### src/rtl/multicycle_ctrl.sv
// Multicycle MIPS-subset control FSM: sequences fetch/decode/execute/memory/writeback.
// Latency: outputs are combinational from the state register and live inputs (Moore state, zero added latency).
// Backpressure: FETCH, MEMRD and MEMWR hold until mem_ready=1. Build option MCTRL_ADDI_EN adds the addi path.
module multicycle_ctrl (
    input  logic       clk,
    input  logic       rst_n,
    input  logic [5:0] op_code,
    input  logic [5:0] funct,
    input  logic       zero,
    input  logic       mem_ready,
    output logic       pcwrite,
    output logic       irwrite,
    output logic       regwrite,
    output logic       memwrite,
    output logic       iord,
    output logic       memtoreg,
    output logic       redest,
    output logic       alusrca,
    output logic       illegal,
    output logic [1:0] alusrcb,
    output logic [1:0] pcsrc,
    output logic [2:0] alu_ctrl,
    output logic [3:0] state
);

    typedef enum logic [3:0] {
        FETCH   = 4'd0,
        DECODE  = 4'd1,
        MEMADR  = 4'd2,
        MEMRD   = 4'd3,
        MEMWB   = 4'd4,
        MEMWR   = 4'd5,
        EXECUTE = 4'd6,
        ALUWB   = 4'd7,
        BRANCH  = 4'd8,
`ifdef MCTRL_ADDI_EN
        ADDIEX  = 4'd9,
        ADDIWB  = 4'd10,
`endif
        JUMP    = 4'd11
    } state_t;

    localparam logic [5:0] OP_RTYPE = 6'b000000;
    localparam logic [5:0] OP_LW    = 6'b100011;
    localparam logic [5:0] OP_SW    = 6'b101011;
    localparam logic [5:0] OP_BEQ   = 6'b000100;
    localparam logic [5:0] OP_ADDI  = 6'b001000;
    localparam logic [5:0] OP_J     = 6'b000010;

    localparam logic [2:0] ALU_AND = 3'b000;
    localparam logic [2:0] ALU_OR  = 3'b001;
    localparam logic [2:0] ALU_ADD = 3'b010;
    localparam logic [2:0] ALU_SUB = 3'b110;
    localparam logic [2:0] ALU_SLT = 3'b111;

    state_t state_q;
    state_t state_d;

    // State register; reset lands in FETCH immediately, without waiting for clk.
    always_ff @(posedge clk or negedge rst_n) begin
        if (!rst_n) begin
            state_q <= FETCH;
        end else begin
            state_q <= state_d;
        end
    end

    // Next-state: instruction sequencing; any unused encoding falls back to FETCH.
    always_comb begin
        state_d = FETCH;
        case (state_q)
            FETCH:   state_d = mem_ready ? DECODE : FETCH;
            DECODE: begin
                case (op_code)
                    OP_LW, OP_SW: state_d = MEMADR;
                    OP_RTYPE:     state_d = EXECUTE;
                    OP_BEQ:       state_d = BRANCH;
`ifdef MCTRL_ADDI_EN
                    OP_ADDI:      state_d = ADDIEX;
`endif
                    OP_J:         state_d = JUMP;
                    default:      state_d = FETCH;
                endcase
            end
            MEMADR: begin
                if (op_code == OP_SW) begin
                    state_d = MEMWR;
                end else if (op_code == OP_LW) begin
                    state_d = MEMRD;
                end else begin
                    state_d = FETCH;
                end
            end
            MEMRD:   state_d = mem_ready ? MEMWB : MEMRD;
            MEMWB:   state_d = FETCH;
            MEMWR:   state_d = mem_ready ? FETCH : MEMWR;
            EXECUTE: state_d = ALUWB;
            ALUWB:   state_d = FETCH;
            BRANCH:  state_d = FETCH;
`ifdef MCTRL_ADDI_EN
            ADDIEX:  state_d = ADDIWB;
            ADDIWB:  state_d = FETCH;
`endif
            JUMP:    state_d = FETCH;
            default: state_d = FETCH;
        endcase
    end

    // Outputs: per-state datapath controls; write enables are squashed while reset is held.
    always_comb begin
        pcwrite  = 1'b0;
        irwrite  = 1'b0;
        regwrite = 1'b0;
        memwrite = 1'b0;
        iord     = 1'b0;
        memtoreg = 1'b0;
        redest   = 1'b0;
        alusrca  = 1'b0;
        illegal  = 1'b0;
        alusrcb  = 2'b00;
        pcsrc    = 2'b00;
        alu_ctrl = 3'b000;
        case (state_q)
            FETCH: begin
                irwrite  = mem_ready;
                pcwrite  = mem_ready;
                alusrcb  = 2'b01;
                alu_ctrl = ALU_ADD;
            end
            DECODE: begin
                // ALU precomputes the branch target while the opcode is dispatched.
                alusrcb  = 2'b11;
                alu_ctrl = ALU_ADD;
                case (op_code)
                    OP_LW, OP_SW, OP_RTYPE, OP_BEQ, OP_J: illegal = 1'b0;
`ifdef MCTRL_ADDI_EN
                    OP_ADDI: illegal = 1'b0;
`endif
                    default: illegal = 1'b1;
                endcase
            end
            MEMADR: begin
                alusrca  = 1'b1;
                alusrcb  = 2'b10;
                alu_ctrl = ALU_ADD;
            end
            MEMRD: iord = 1'b1;
            MEMWB: begin
                regwrite = 1'b1;
                memtoreg = 1'b1;
            end
            MEMWR: begin
                iord     = 1'b1;
                memwrite = 1'b1;
            end
            EXECUTE: begin
                alusrca = 1'b1;
                case (funct)
                    6'b100000: alu_ctrl = ALU_ADD;
                    6'b100010: alu_ctrl = ALU_SUB;
                    6'b100100: alu_ctrl = ALU_AND;
                    6'b100101: alu_ctrl = ALU_OR;
                    6'b101010: alu_ctrl = ALU_SLT;
                    default:   alu_ctrl = ALU_ADD;
                endcase
            end
            ALUWB: begin
                regwrite = 1'b1;
                redest   = 1'b1;
            end
            BRANCH: begin
                alusrca  = 1'b1;
                alu_ctrl = ALU_SUB;
                pcsrc    = 2'b01;
                pcwrite  = zero;
            end
`ifdef MCTRL_ADDI_EN
            ADDIEX: begin
                alusrca  = 1'b1;
                alusrcb  = 2'b10;
                alu_ctrl = ALU_ADD;
            end
            ADDIWB: regwrite = 1'b1;
`endif
            JUMP: begin
                pcsrc   = 2'b10;
                pcwrite = 1'b1;
            end
            default: ;
        endcase
        if (!rst_n) begin
            pcwrite  = 1'b0;
            irwrite  = 1'b0;
            regwrite = 1'b0;
            memwrite = 1'b0;
            illegal  = 1'b0;
        end
    end

    assign state = state_q;

endmodule

### config.mk
export PLATFORM = sky130hd
export DESIGN_NAME = multicycle_ctrl
export DESIGN_NICKNAME = d
export VERILOG_FILES = /design/src/rtl/multicycle_ctrl.sv
export SDC_FILE = /design/constraint.sdc
export NUM_CORES = 1
export LEC_CHECK = 0
export ABC_AREA = 0
export CAP_MARGIN = 20
export CORE_ASPECT_RATIO = 1.2
export CORE_MARGIN = 5
export CORE_UTILIZATION = 33
export DETAILED_ROUTE_END_ITERATION = 16
export GPL_ROUTABILITY_DRIVEN = 0
export PLACE_DENSITY = 0.81
export SLEW_MARGIN = 30
export SYNTH_ARGS = -nofsm -noshare
export SYNTH_HDL_FRONTEND = slang
export SYNTH_SLANG_ARGS = --single-unit
### constraint.sdc
create_clock -name clk -period 1.4 [get_ports clk]
set_input_delay 0.28 -clock clk [delete_from_list [all_inputs] [get_ports clk]]
set_output_delay 0.28 -clock clk [all_outputs]
set_load 0.03 [all_outputs]
==> parameters.txt, run 1 <==
Parameter                              Value

Run status
  Status    stopped before the end
  Last stage reached    5_1_grt
  Stop Error    [ERROR DPL-0033] detailed placement checks failed during check placement.

Synthesis
  Primary flip-flop cell chosen by synthesis mapping    sky130_fd_sc_hd__dfrtp_1
  Sequential share of the synthesized area    0.162
  Number of register bits inferred by synthesis    4
  Mapped Cells    81
  Number of flops mapped to enable cells by yosys    0
  Count of synthesis-stage warnings from yosys    0
  Cell taking the most area after synthesis    sky130_fd_sc_hd__dfrtp_1
  Cell area after technology mapping    619 um2
  Top-area cell type share of the netlist area    0.162
  Count of different cell masters after synthesis    41
  Top cells by instance count after synthesis    10 x sky130_fd_sc_hd__nor2_1, 7 x sky130_fd_sc_hd__nor3_1, 6 x sky130_fd_sc_hd__nand2_1
  Most area-consuming cells after synthesis    sky130_fd_sc_hd__dfrtp_1 16%, sky130_fd_sc_hd__nor2_1 6.1%, sky130_fd_sc_hd__nor3_1 5.7%
  Average footprint of a synthesized cell    7.65 um2
  Async S/R FF share, synth    1.00
  Post-synth net total    97
  Count leader, synth    sky130_fd_sc_hd__nor2_1

Clock network
  Number of sinks handled by clock tree synthesis    4
  Buffer levels on the longest clock path    2
  Cts bufs inserted    3
  Cell at the root of the clock tree    sky130_fd_sc_hd__clkbuf_4
  CTS H-Tree Depth    1

Place
  Count of buffers inserted at the top-level ports    35
  Cell area reported after detailed placement    1260 um2
  Placed wire-length estimate after detailed placement    1810 um

Floorplan
  Die X-Extent    49.5 um
  Floorplan die height    57.5 um
  I/O pin total    36
  Initial core utilization    0.343
  Number of core rows    17

Timing
  Worst_ep kind    top-level output
  Endpoint with the least setup slack after the last global-route repair    pcwrite

Global route
  Antenna violations before repair    0
  Largest net degree at the start of global routing    11
repair_timing:
action,in CTS
setup endpoints to repair,21
gates resized for setup,66
cloned,1
buffers inserted,17
hold buffers,0
pin swaps,16
cells by family after synthesis:
| family | after synthesis | synth area share |
|---|---|---|
| muxes | 2 | 0.0343 |
| DFF | 4 | 0.162 |
| AOI/OAI and AO/OA | 14 | 0.158 |
| adders and majority gates | 1 | 0.0162 |
| xor gates and xnor gates | 1 | 0.0141 |
| buffers and inverters | 9 | 0.101 |
| and+or+nand+nor | 50 | 0.515 |
metrics by stage:
step	hold WS [ps]	setup slack, ps	instances
after detailed placement	592	-1040	153
after global placement	580	-997	153
after CTS	387	-373	174
after floorplan	-15.6	-268	81
==> run 2: changes to the inputs <==
--- a/config.mk
+++ b/config.mk
@@ -7,12 +7,11 @@
 export LEC_CHECK = 0
 export ABC_AREA = 0
 export CAP_MARGIN = 20
-export CORE_ASPECT_RATIO = 1.2
-export CORE_MARGIN = 5
-export CORE_UTILIZATION = 33
+export CORE_AREA = 5 5 66 68
 export DETAILED_ROUTE_END_ITERATION = 16
+export DIE_AREA = 0 0 71 73
 export GPL_ROUTABILITY_DRIVEN = 0
-export PLACE_DENSITY = 0.81
+export PLACE_DENSITY_LB_ADDON = 0.15
 export SLEW_MARGIN = 30
 export SYNTH_ARGS = -nofsm -noshare
 export SYNTH_HDL_FRONTEND = slang
==> constraint.sdc (replaced) <==
create_clock -name clk -period 1.8 [get_ports clk]
set_input_delay 0.36 -clock clk [delete_from_list [all_inputs] [get_ports clk]]
set_output_delay 0.36 -clock clk [all_outputs]
set_load 0.03 [all_outputs]
==> run 2 against run 1 <==
Compared with the run above:
- synthesized cell count did not move
- the flow now finishes, with violations (negative setup slack)
- synthesized area did not move
==> parameters.txt, run 2 <==
Parameter                              Value

Min path
  Worst min-delay path class    in -> async

Critical path
  Crit path capture type    output port
  Kind of launch point of the worst setup path    input port
  WS Path Type    in -> out
  Worst-path cell chain    clkdlybuf4s50_1 > nand2b_2 > nor3_4 > nor3_4 > buf_6
  Top cell by count, worst path    sky130_fd_sc_hd__nor3_4
  R2R setup slack    310 ps
  Required time of the worst setup path    1440 ps
  Critical Path AT    1460 ps
  Crit-path slowest cell    sky130_fd_sc_hd__clkdlybuf4s50_1
  Worst-path maximum fanout    3
  Worst path max stage delay    550 ps

Route
  Number of routed nets with antenna violations    0
  WL/cell    12.7 um
  Drt first-iter violations    33
  Average vias per placed instance    4.38
  Final Routed Wirelength    2520 um
  Number of search-and-repair iterations in the first detailed-routing pass    4
  Via count    867
  Final routed DRC violation total    0

Global route
  Number of global-route vias before repair    847
  Largest net degree at the start of global routing    17
  GRT Overall Usage    0.0961
  Wire length of the first global-routing pass    3900 um
  Antenna violations before repair    0
  Global route overflow    0

Synthesis
  Count leader, synth    sky130_fd_sc_hd__nor2_1
  Most area-consuming cells after synthesis    sky130_fd_sc_hd__dfrtp_1 16%, sky130_fd_sc_hd__nor2_1 6.1%, sky130_fd_sc_hd__nor3_1 5.7%
  Sequential share of the synthesized area    0.162 (unchanged)
  Mapped Cells    81 (unchanged)
  Primary flip-flop cell chosen by synthesis mapping    sky130_fd_sc_hd__dfrtp_1
  Cell taking the most area after synthesis    sky130_fd_sc_hd__dfrtp_1
  Count of synthesis-stage warnings from yosys    0 (unchanged)
  Top-area cell type share of the netlist area    0.162 (unchanged)
  Number of flops mapped to enable cells by yosys    0 (unchanged)
  Async S/R FF share, synth    1.00 (unchanged)
  Post-synth net total    97 (unchanged)
  Top cells by instance count after synthesis    10 x sky130_fd_sc_hd__nor2_1, 7 x sky130_fd_sc_hd__nor3_1, 6 x sky130_fd_sc_hd__nand2_1
  Average footprint of a synthesized cell    7.65 um2 (unchanged)
  Count of different cell masters after synthesis    41 (unchanged)
  Cell area after technology mapping    619 um2 (unchanged)
  Number of register bits inferred by synthesis    4 (unchanged)

Floorplan
  I/O pin total    36 (unchanged)
  Floorplan die height    73 um (+27%)
  Die X-Extent    71 um (+43%)
  DIE AREA    5180 um2
  Initial core utilization    0.163 (-0.180)
  Area of the core region    3800 um2
  Number of core rows    23 (+6)

Clock network
  Clock tree from TritonCTS    yes
  Buffer levels on the longest clock path    2 (unchanged)
  Clock-pin slew on the worst setup and hold paths    30 ps
  Number of sinks handled by clock tree synthesis    4 (unchanged)
  CTS H-Tree Depth    1 (unchanged)
  Clk Latency, worst-skew pair    220 ps
  Cell at the root of the clock tree    sky130_fd_sc_hd__clkbuf_8
  Cts bufs inserted    3 (unchanged)
  CTS Hold Buffers Added    0 (unchanged)

Timing
  Post-route minimum period    1820 ps
  Final setup slack of the worst path    -20.8 ps
  Final worst path period share    1.01
  Slew Limit Fails    0
  Setup repair after global routing missed its margin    true
  Worst hold slack    192 ps
  Transition at the pin with the smallest max-transition slack    302 ps
  Slew HR    0.799
  Worst clock skew    5.36 ps
  Maximum operating frequency    549 MHz
  Hold Fails Final Rpt    0
  Sum of negative setup slack    -20.9 ps
  Final setup viols    2

Cells and area
  Number of fillers in the final layout    403
  Most frequent standard cell in the layout excluding fill and tap cells    sky130_fd_sc_hd__buf_4
  Synth-to-layout area growth    148%
  Nets    165
  Number of diodes added for antenna fixing    0
  Fraction of final layout cells with drive strength greater than 1    0.628
  Area of all placed cells without fillers    1540 um2
  Reg area    103 um2
  Area taken by multi-input logic gates    653 um2
  Commonest non-fill, non-tap cells in the layout    38 x sky130_fd_sc_hd__buf_4, 10 x sky130_fd_sc_hd__dlygate4sd2_1, 10 x sky130_fd_sc_hd__buf_6
  Largest register FFs    4

Power
  Static Leak    0.671 nW
  Power per cell area    357 nW/um2
  VDD IR-drop max    0.167 mV

Place
  Placed wire-length estimate after detailed placement    1740 um (-3.6%)
  Cell area reported after detailed placement    1150 um2 (-8.7%)
  Count of buffers inserted at the top-level ports    35 (unchanged)

Run status
  Violated checks    negative setup slack
  Status    complete, but fails checks

Run
  Max-Cap Viols    0
[run 2: metrics by stage]
stage	utilization	setup slack [ps]	power [mW]	std cells
after floorplan	-	-74.6	0.204	81
after global placement	0.304	-763	0.304	177
after detailed placement	0.304	-775	0.304	177
after CTS	0.378	-63.8	0.536	196
after global routing	0.405	-94.3	0.580	198
final	0.405	-20.8	0.550	198
[run 2: where the power goes]
group	leakage, nW	internal [mW]	total (mW)	switching, mW
Sequential	0.0510	0.0940	0.0976	0.00359
Clock	0.0228	0.152	0.202	0.0509
Combinational	0.597	0.133	0.250	0.117
Total	0.671	0.379	0.550	0.171
[run 2: repair_timing]
item / in CTS / in global routing
resized for setup: 45 / 25
setup buffers: 14 / 2
hold endpoints to repair: 0 / 0
cloned: 1 / 0
setup endpoints to repair: 9 / 10
pin swaps: 7 / 10
[run 2: cell families (layout without fill, tap and decap cells)]
group / count (synthesis) / count (layout) / share of synthesized area
AND/OR/NAND/NOR: 50 / 50 / 0.515
AO/OA/AOI/OAI: 14 / 14 / 0.158
XOR/XNOR: 1 / 1 / 0.0141
buffers and inverters: 9 / 76 / 0.101
flip-flops: 4 / 4 / 0.162
multiplexers: 2 / 2 / 0.0343
adder cells (fa/ha/maj): 1 / 1 / 0.0162
[run 2: layout make-up]
class                      count  share of cell area
sequential                     4              0.0667
multi-input combinational     68               0.424
clock buffer                   4              0.0293
timing repair buffer          70               0.434
inverter                       2             0.00488
tap                           50              0.0407
[run 2: metal layers]
| layer | track usage | wire length [um] |
|---|---|---|
| met3 | 0.0372 | 187 |
| met5 | 0 | 0 |
| met4 | 0.0313 | 22 |
| met1 | 0.111 | 1100 |
| met2 | 0.164 | 1210 |
[run 2: path summary, 6_finish.rpt]
| check | from | endpoint | cells after the start |
|---|---|---|---|
| setup / recovery | op_code[1] | illegal | 5 |
| min in group clk | op_code[3] | state[2] | 3 |
| setup reg to reg | state[2] | state[2] | 5 |
| hold / removal | rst_n | state[3] | 3 |
| hold reg to reg | state[0] | state[0] | 2 |
| max in group asynchronous | rst_n | state[2] | 4 |
[run 2: worst max-delay path: cells and delay by family]
kind,cells,cell delay (ps)
buf+inv,2,690
simple gates,3,410
(Power assumes the default switching activity.)
==> run 3: changes to the inputs <==
--- a/config.mk
+++ b/config.mk
@@ -8,6 +8,7 @@
 export ABC_AREA = 0
 export CAP_MARGIN = 20
 export CORE_AREA = 5 5 66 68
+export CTS_BUF_LIST = sky130_fd_sc_hd__clkbuf_16
 export DETAILED_ROUTE_END_ITERATION = 16
 export DIE_AREA = 0 0 71 73
 export GPL_ROUTABILITY_DRIVEN = 0
==> run 3 against run 2 <==
Compared with the run above:
- the flow still finishes with violations (negative setup slack)
- die area stayed put
- non-clock buffer count is 3 higher
- clock skew is 0.79 ps higher
- critical path depth stayed put
- critical path type unchanged
- highest routed layer unchanged
==> parameters.txt, run 3 (synthesis results as in run 2) <==
Parameter                              Value

Cells and area
  Number of diodes added for antenna fixing    0 (unchanged)
  Nets    168 (+1.8%)
  Commonest non-fill, non-tap cells in the layout    40 x sky130_fd_sc_hd__buf_4, 10 x sky130_fd_sc_hd__dlygate4sd2_1, 10 x sky130_fd_sc_hd__buf_6
  Number of fillers in the final layout    388 (-3.7%)
  Largest register FFs    4 (unchanged)
  Synth-to-layout area growth    160%
  Most frequent standard cell in the layout excluding fill and tap cells    sky130_fd_sc_hd__buf_4
  Fraction of final layout cells with drive strength greater than 1    0.636 (+0.00738)

Critical path
  WS Path Type    in -> out
  Kind of launch point of the worst setup path    input port
  Endpoint of the most critical register-to-register path    state[2]
  Worst-path cell chain    clkdlybuf4s50_1 > nand2b_2 > nor3_4 > nor3_4 > buf_6
  R2R setup slack    290 ps (-20 ps)
  Startpoint of the most critical register-to-register path    state[2]
  Top cell by count, worst path    sky130_fd_sc_hd__nor3_4
  Depth of the worst register-to-register path    5 (unchanged)
  Worst-path maximum fanout    3 (unchanged)
  Worst path max stage delay    550 ps (about the same)
  Required time of the worst setup path    1440 ps (about the same)
  Crit-path slowest cell    sky130_fd_sc_hd__clkdlybuf4s50_1
  Critical Path AT    1460 ps (about the same)
  Crit path capture type    output port

Global route
  Wire length of the first global-routing pass    3930 um (+0.90%)
  GRT Overall Usage    0.0964 (+0.000287)
  Largest net degree at the start of global routing    17 (unchanged)
  Global route overflow    0 (unchanged)
  Antenna violations before repair    0 (unchanged)
  Number of global-route vias before repair    844 (-0.35%)

Floorplan
  Area of the core region    3800 um2 (unchanged)
  Floorplan die height    73 um (unchanged)
  Die X-Extent    71 um (unchanged)
  Initial core utilization    0.163 (unchanged)
  I/O pin total    36 (unchanged)
  DIE AREA    5180 um2 (unchanged)
  Number of core rows    23 (unchanged)

Route
  Average vias per placed instance    4.34 (-0.81%)
  Top routing layer in use    met4
  Final routed DRC violation total    0 (unchanged)
  Final Routed Wirelength    2590 um (+2.4%)
  Via count    873 (+0.69%)
  Met3 wire length    201 um (+7.5%)
  Wl on met1    1120 um (+1.1%)
  Met2 wirelength from detailed routing    1250 um (+3.4%)
  WL/cell    12.9 um (+0.89%)
  Drt first-iter violations    26 (-21%)
  Number of search-and-repair iterations in the first detailed-routing pass    4 (unchanged)
  Number of routed nets with antenna violations    0 (unchanged)

Min path
  Worst min-delay path class    in -> async

Timing
  Transition at the pin with the smallest max-transition slack    304 ps (+1.59 ps)
  Final setup viols    1 (-1)
  Worst hold slack    185 ps (-7.18 ps)
  Maximum operating frequency    549 MHz (unchanged)
  Slew HR    0.798 (-0.00105)
  Slew Limit Fails    0 (unchanged)
  Setup repair after global routing missed its margin    true
  Final setup slack of the worst path    -20.8 ps (unchanged)
  Final worst path period share    1.01 (unchanged)
  Worst clock skew    6.15 ps (+0.789 ps)
  Hold Fails Final Rpt    0 (unchanged)
  Post-route minimum period    1820 ps (unchanged)

Clock network
  Buffer levels on the longest clock path    2 (unchanged)
  CTS Hold Buffers Added    0 (unchanged)
  Number of sinks handled by clock tree synthesis    4 (unchanged)
  Clock tree from TritonCTS    yes
  Clk Latency, worst-skew pair    230 ps (about the same)
  CTS H-Tree Depth    1 (unchanged)
  Cts bufs inserted    3 (unchanged)
  Clock-pin slew on the worst setup and hold paths    30 ps (about the same)
  Cell at the root of the clock tree    sky130_fd_sc_hd__clkbuf_16

Run status
  Violated checks    negative setup slack
  Status    complete, but fails checks

Place
  Minimum setup slack after placement    -775 ps (unchanged)
  Placed wire-length estimate after detailed placement    1740 um (unchanged)
  Count of buffers inserted at the top-level ports    35 (unchanged)

Power
  Power per cell area    440 nW/um2 (+23%)
  Static Leak    0.709 nW (+5.7%)
  VDD IR-drop max    0.249 mV (+49%)

Run
  Max-Cap Viols    0 (unchanged)
[run 3: cell count changes in the layout (fill, tap and decap cells not counted)]
cell / before / now
sky130_fd_sc_hd__buf_4: 38 / 40
sky130_fd_sc_hd__buf_8: 0 / 1
sky130_fd_sc_hd__clkbuf_1: 1 / 0
sky130_fd_sc_hd__clkbuf_16: 1 / 4
sky130_fd_sc_hd__clkbuf_8: 3 / 0
sky130_fd_sc_hd__inv_1: 2 / 3
sky130_fd_sc_hd__nor2b_2: 1 / 0
sky130_fd_sc_hd__nor2b_4: 2 / 3
[run 3: how the worst max path moves through the flow]
stage,from,to,cells past startpoint
finish,op_code[1],illegal,5
global route,state[3],pcwrite,6
CTS,state[1],iord,4
detailed placement,op_code[0],illegal,5
global placement,op_code[0],illegal,5
floorplan,state[1],alu_ctrl[2],4
[run 3: cell type report]
class / count / area [um2] / area share
Clock inverter: 1 / 3.75 / 0.00233
Tap cell: 50 / 62.6 / 0.0389
Timing Repair Buffer: 73 / 698 / 0.434
Clock buffer: 3 / 75.1 / 0.0467
Inverter: 2 / 7.51 / 0.00467
Multi-Input combinational cell: 68 / 658 / 0.409
Sequential cell: 4 / 103 / 0.0638
[run 3: report_power, final]
part | total [mW] | internal, mW | leakage, nW | switching (mW)
combinational | 0.251 | 0.134 | 0.615 | 0.117
clock | 0.358 | 0.287 | 0.0423 | 0.0705
sequential | 0.0976 | 0.0940 | 0.0510 | 0.00359
[run 3: timing repair]
| action | 4_1_cts | 5_1_grt |
|---|---|---|
| gates cloned | 1 | 0 |
| resized for setup | 44 | 29 |
| buffers inserted | 14 | 5 |
| pin swaps | 7 | 11 |
| setup endpoints to repair | 9 | 10 |
[run 3: metal layers]
| layer | vias to the layer above | global-route usage |
|---|---|---|
| li1 | 438 | - |
| met5 | - | 0 |
| met2 | 32 | 0.164 |
| met4 | 0 | 0.0251 |
| met1 | 399 | 0.114 |
| met3 | 4 | 0.0372 |
[run 3: metrics by stage]
stage	utilization	instances	instance area [um2]	setup TNS (ps)	power [mW]
final	0.423	201	1610	-20.8	0.707
after global routing	0.423	201	1610	-365	0.739
after CTS	0.387	196	1470	-133	0.687
after detailed placement	0.304	177	1150	-1480	0.304
after global placement	0.304	177	1150	-1400	0.304
after floorplan	-	81	707	-112	0.204
[run 3: worst max-delay path: cells and delay by family]
family                 cells  cell delay (ps)
AND/OR/NAND/NOR            3              410
buffers and inverters      2              690
